===== src/rtl/befehls_holer.sv =====
// befehls_holer - instruction fetch unit.
// Reads instruction memory at the current PC over a request/ready interface,
// presents the returned word to the decoder with a valid/accept handshake and
// pulses PCWeiter once per accepted word to advance the program counter.
// Ports:
//   Clock, Reset            clock, synchronous active-high reset
//   AktuellerPC             current PC value
//   PCWeiter                one-cycle advance pulse to the PC
//   Anhalten                stall: no new fetch is started while high
//   Verwerfen               drop the current fetch and refetch from the PC
//   SpeicherAdresse/Lesen   registered read address and held read request
//   SpeicherDaten/Bereit    read data and its one-cycle valid strobe
//   Befehl/BefehlGueltig    fetched instruction and its valid flag
//   BefehlAngenommen        decoder accepts Befehl
//   Fehler                  sticky fetch-timeout fault
module befehls_holer #(
  parameter int ADRESS_BREITE = 26,
  parameter int DATEN_BREITE  = 32,
  parameter int WARTE_GRENZE  = 255
) (
  input  logic                     Clock,
  input  logic                     Reset,
  input  logic [ADRESS_BREITE-1:0] AktuellerPC,
  output logic                     PCWeiter,
  input  logic                     Anhalten,
  input  logic                     Verwerfen,
  output logic [ADRESS_BREITE-1:0] SpeicherAdresse,
  output logic                     SpeicherLesen,
  input  logic [DATEN_BREITE-1:0]  SpeicherDaten,
  input  logic                     SpeicherBereit,
  output logic [DATEN_BREITE-1:0]  Befehl,
  output logic                     BefehlGueltig,
  input  logic                     BefehlAngenommen,
  output logic                     Fehler
);

  typedef enum logic [2:0] {
    ADRESSE   = 3'd0,
    ANFRAGE   = 3'd1,
    AUSGABE   = 3'd2,
    WEITER    = 3'd3,
    VERWERFEN = 3'd4,
    FEHLER    = 3'd5
  } zustand_t;

  // Last counter value that may still wait; one more empty cycle is a fault.
  localparam logic [7:0] ZAEHLER_LETZT = 8'(WARTE_GRENZE - 1);

  zustand_t                 zustand_r, zustand_s;
  logic [7:0]               zaehler_r, zaehler_s;
  logic [ADRESS_BREITE-1:0] adresse_s;
  logic                     lesen_s;
  logic [DATEN_BREITE-1:0]  befehl_s;
  logic                     gueltig_s;
  logic                     weiter_s;
  logic                     fehler_s;

  // State register and all registered outputs.
  always_ff @(posedge Clock) begin
    if (Reset) begin
      zustand_r       <= ADRESSE;
      zaehler_r       <= 8'd0;
      SpeicherAdresse <= '0;
      SpeicherLesen   <= 1'b0;
      Befehl          <= '0;
      BefehlGueltig   <= 1'b0;
      PCWeiter        <= 1'b0;
      Fehler          <= 1'b0;
    end else begin
      zustand_r       <= zustand_s;
      zaehler_r       <= zaehler_s;
      SpeicherAdresse <= adresse_s;
      SpeicherLesen   <= lesen_s;
      Befehl          <= befehl_s;
      BefehlGueltig   <= gueltig_s;
      PCWeiter        <= weiter_s;
      Fehler          <= fehler_s;
    end
  end

  // Next-state and next-output logic.
  always_comb begin
    zustand_s = zustand_r;
    zaehler_s = zaehler_r;
    adresse_s = SpeicherAdresse;
    lesen_s   = SpeicherLesen;
    befehl_s  = Befehl;
    gueltig_s = BefehlGueltig;
    weiter_s  = 1'b0;
    fehler_s  = Fehler;
    case (zustand_r)
      ADRESSE: begin
        if (!Anhalten) begin
          adresse_s = AktuellerPC;
          lesen_s   = 1'b1;
          zaehler_s = 8'd0;
          zustand_s = ANFRAGE;
        end else begin
          zustand_s = ADRESSE;
        end
      end
      // VERWERFEN waits exactly like ANFRAGE but never delivers its data.
      ANFRAGE, VERWERFEN: begin
        if (SpeicherBereit) begin
          lesen_s = 1'b0;
          if ((zustand_r == ANFRAGE) && !Verwerfen) begin
            befehl_s  = SpeicherDaten;
            gueltig_s = 1'b1;
            zustand_s = AUSGABE;
          end else begin
            zustand_s = ADRESSE;
          end
        end else if (zaehler_r == ZAEHLER_LETZT) begin
          lesen_s   = 1'b0;
          fehler_s  = 1'b1;
          zustand_s = FEHLER;
        end else begin
          zaehler_s = zaehler_r + 8'd1;
          if (Verwerfen) begin
            zustand_s = VERWERFEN;
          end else begin
            zustand_s = zustand_r;
          end
        end
      end
      // A discard wins over a simultaneous acceptance: no advance pulse.
      AUSGABE: begin
        if (Verwerfen) begin
          gueltig_s = 1'b0;
          zustand_s = ADRESSE;
        end else if (BefehlAngenommen) begin
          gueltig_s = 1'b0;
          weiter_s  = 1'b1;
          zustand_s = WEITER;
        end else begin
          zustand_s = AUSGABE;
        end
      end
      // The PC advances on the edge ending this state.
      WEITER: begin
        zustand_s = ADRESSE;
      end
      FEHLER: begin
        lesen_s   = 1'b0;
        gueltig_s = 1'b0;
        fehler_s  = 1'b1;
        zustand_s = FEHLER;
      end
      default: begin
        lesen_s   = 1'b0;
        gueltig_s = 1'b0;
        zustand_s = ADRESSE;
      end
    endcase
  end

endmodule

===== config.mk =====
export PLATFORM = sky130hd
export DESIGN_NAME = befehls_holer
export DESIGN_NICKNAME = d
export VERILOG_FILES = /design/src/rtl/befehls_holer.sv
export SDC_FILE = /design/constraint.sdc
export NUM_CORES = 1
export LEC_CHECK = 0
export CAP_MARGIN = 30
export CELL_PAD_IN_SITES_DETAIL_PLACEMENT = 1
export CELL_PAD_IN_SITES_GLOBAL_PLACEMENT = 1
export CORE_ASPECT_RATIO = 1.2
export CORE_MARGIN = 1
export CORE_UTILIZATION = 26
export DETAILED_ROUTE_END_ITERATION = 16
export GPL_TIMING_DRIVEN = 0
export PLACE_DENSITY_LB_ADDON = 0.1
export SYNTH_ARGS = -nofsm -noshare
export SYNTH_HDL_FRONTEND = slang
export SYNTH_SLANG_ARGS = --single-unit

===== constraint.sdc =====
create_clock -name Clock -period 1.5 [get_ports Clock]
set_input_delay 0.45 -clock Clock [delete_from_list [all_inputs] [get_ports Clock]]
set_output_delay 0.45 -clock Clock [all_outputs]
set_load 0.01 [all_outputs]

==> flow_summary.yaml <==
yosys:
  synth_edf_count: 0
  yosysSeqAreaShare: 0.514
  ys_warn_count: 0
  yosys_register_bits: 73
  avgSynthCellArea_um2: 7.97
  ys_types: 37
  synth-async-reset-ratio: 0
  synthCells: 357
  synthFlopType: "dfxtp_1"
  syn_area_mm2: 0.00284
  synth_nets: 423
status:
  violations: "setup timing"
  status: "finished with violations"
clock_network:
  cts_buffers: 9
  cts_tree: "done"
  clk_pin_slew_ps: 50
  ctsHoldBuffers: 0
  cts_buffer_depth: 2
  clockRootBuffer: "clkbuf_16"
  clk_latency_ps: 330
  htreeDepth: 3
  cts_sinks: 73
finish:
  seq_area_mm2: 0.00148
  drive_gt1_frac: 0.305
  area_growth_pct: 84.5
  nNetsFinal: 579
  multi_input_area_mm2: 0.00167
  mostFrequentLayoutCell: "nand2_1"
  final_util: 0.497
  fillers: 1225
  final_cell_mix: "nand2_1 (88), dfxtp_1 (65), dlygate4sd2_1 (63)"
  finalNonFillerCells: 647
  antenna_cells: 0
global_route:
  track_usage: 0.175
  antenna_found_initial: 0
  grt-ovfl-total: 0
  grt_max_degree: 12
  grt_pass1_wl_um: 15600
  grt_pass1_vias: 3152
placed_design:
  numPlacedInstances: 611
  gp_congestion: 0.771
  dp_hpwl_um: 6750
  numPortBuffers: 125
sta:
  setup_slack_ps: -121
  setup_viol: 10
  maxSlewHeadroom: 0.682
  clock_skew_ps: 5.14
  hold_violations: 0
  worstMarginPinSlew_ps: 478
  clock.fmax_mhz: 617
  rsz0062_at_grt: "true"
  drv_slew: 0
  period_share: 1.08
  min_period_ps: 1620
detailed_routing:
  drt_iter0_drc: 52
  num_vias: 3032
  drc: 0
  via_per_inst: 4.69
  first_pass_iters: 4
  avgRoutedWirePerCell_um: 15.3
  ant_nets: 0
  wirelength_um: 9920
floorplanning:
  die_w_um: 97.5
  die_h_um: 117
  num_rows: 41
  start_util: 0.269
  core_area_mm2: 0.0106
  ios: 126
  dieArea_mm2: 0.0114
min_path:
  min_path_type: "register to register"
power:
  ir_drop_mv: 0.566
  p_total_uw: 5310
  p_per_area_mw_per_mm2: 1010
  p_leak_uw: 0.00217
setup_path:
  path_cells: "nand4_4, or4_4, a21oi_4, nor3_2, a211oi_2"
  cp.buffers_inverters: 0
  startpoint_type: "register"
  slowest_delay_ps: 580
  cp.required_ps: 1740
  end_kind: "register"
  crit_fanout: 3
  cp_data_arrival_time_ps: 1860
  critPathKind: "register to register"
  cp_top_family: "simple AND/OR/NAND/NOR gates"
  critPathSlowestCell: "or4_4"
flow_run:
  drv_cap: 0
## registers in the layout (all words and copies together) (netlist names)
register	flops
zustand_r	3
PCWeiter	1
zaehler_r	8
Befehl	32
Fehler	1
BefehlGueltig	1
SpeicherLesen	1
SpeicherAdresse	26
## per-stage QoR
| step | worst slack, ps | setup TNS, ps | area, µm² | hold slack, ps |
|---|---|---|---|---|
| finish | -121 | -544 | 5250 | 455 |
| global route | -180 | -2080 | 5250 | 467 |
| CTS | -117 | -2910 | 5010 | 458 |
| detailed placement | -895 | -55440 | 4280 | 447 |
| global placement | -890 | -54480 | 4280 | 441 |
| floorplan | -75.0 | -144 | 2870 | 478 |
## path summary, 6_finish.rpt
kind	from	to	slack [ps]	cells after the start
hold / removal	SpeicherAdresse[13]$_SDFFE_PP0P_	SpeicherAdresse[13]$_SDFFE_PP0P_	460	2
hold reg to reg	SpeicherAdresse[13]$_SDFFE_PP0P_	SpeicherAdresse[13]$_SDFFE_PP0P_	460	2
setup / recovery	zaehler_r[5]$_SDFFE_PP0P_	zustand_r[0]$_SDFFE_PP0P_	-120	5
setup reg to reg	zaehler_r[5]$_SDFFE_PP0P_	zustand_r[0]$_SDFFE_PP0P_	-120	5
## worst register-to-register path: stages, from the launching register on
cell,delay [ps]
dfxtp_1,380
nand4_4,160
or4_4,580
a21oi_4,190
nor3_2,70
a211oi_2,150
## layer usage
| metal | vias up | track usage | wire (µm) |
|---|---|---|---|
| met5 | - | 0 | 0 |
| met1 | 1469 | 0.180 | 3920 |
| met4 | 0 | 0.0814 | 172 |
| met3 | 12 | 0.0281 | 336 |
| li1 | 1492 | - | - |
| met2 | 59 | 0.348 | 5490 |
## power breakdown
part	total [µW]	switching, µW	internal, µW
Combinational	880	425	454
Clock	2350	797	1550
Sequential	2090	55.4	2030
## logic make-up after synthesis
| logic type | Yosys count | share of synthesized area |
|---|---|---|
| and+or+nand+nor | 161 | 0.235 |
| AOI/OAI and AO/OA | 84 | 0.167 |
| DFF | 73 | 0.514 |
| buffers and inverters | 32 | 0.0594 |
| xor gates and xnor gates | 4 | 0.0123 |
| adders and majority gates | 2 | 0.00880 |
| muxes | 1 | 0.00352 |
## synth_stat cells (2+ instances only)
library cell	instances	share of area
buf_2	5	0.0088
a21oi_1	65	0.11
a31oi_1	2	0.0044
a211oi_1	3	0.0079
xnor2_1	3	0.0092
buf_6	3	0.012
a211oi_2	3	0.013
or4_1	2	0.0053
inv_1	8	0.011
o22ai_1	2	0.0044
a21o_1	2	0.0053
clkbuf_8	2	0.0097
or2_2	2	0.0044
ha_1	2	0.0088
nor2_1	18	0.024
nor4_1	3	0.0066
clkbuf_1	13	0.017
nand3_1	5	0.0088
nand2_1	123	0.16
dfxtp_1	73	0.51
o21ai_0	2	0.0035
## repair_timing
item	4_1_cts	5_1_grt
setup endpoints to repair	133	64
gates resized for setup	165	62
setup buffers	17	3
hold endpoints to repair	0	0
pin swaps	70	16
cloned	3	0
## layout make-up
type                       count  share of cell area
buffer                        21              0.0398
clock buffer                  14              0.0503
timing repair buffer         148               0.262
sequential                    73               0.281
multi-input combinational    252               0.319
clock inverter                 2              0.0114
inverter                       8             0.00572
tap                          129              0.0308
Note: power is estimated with default switching activity, not from simulation.
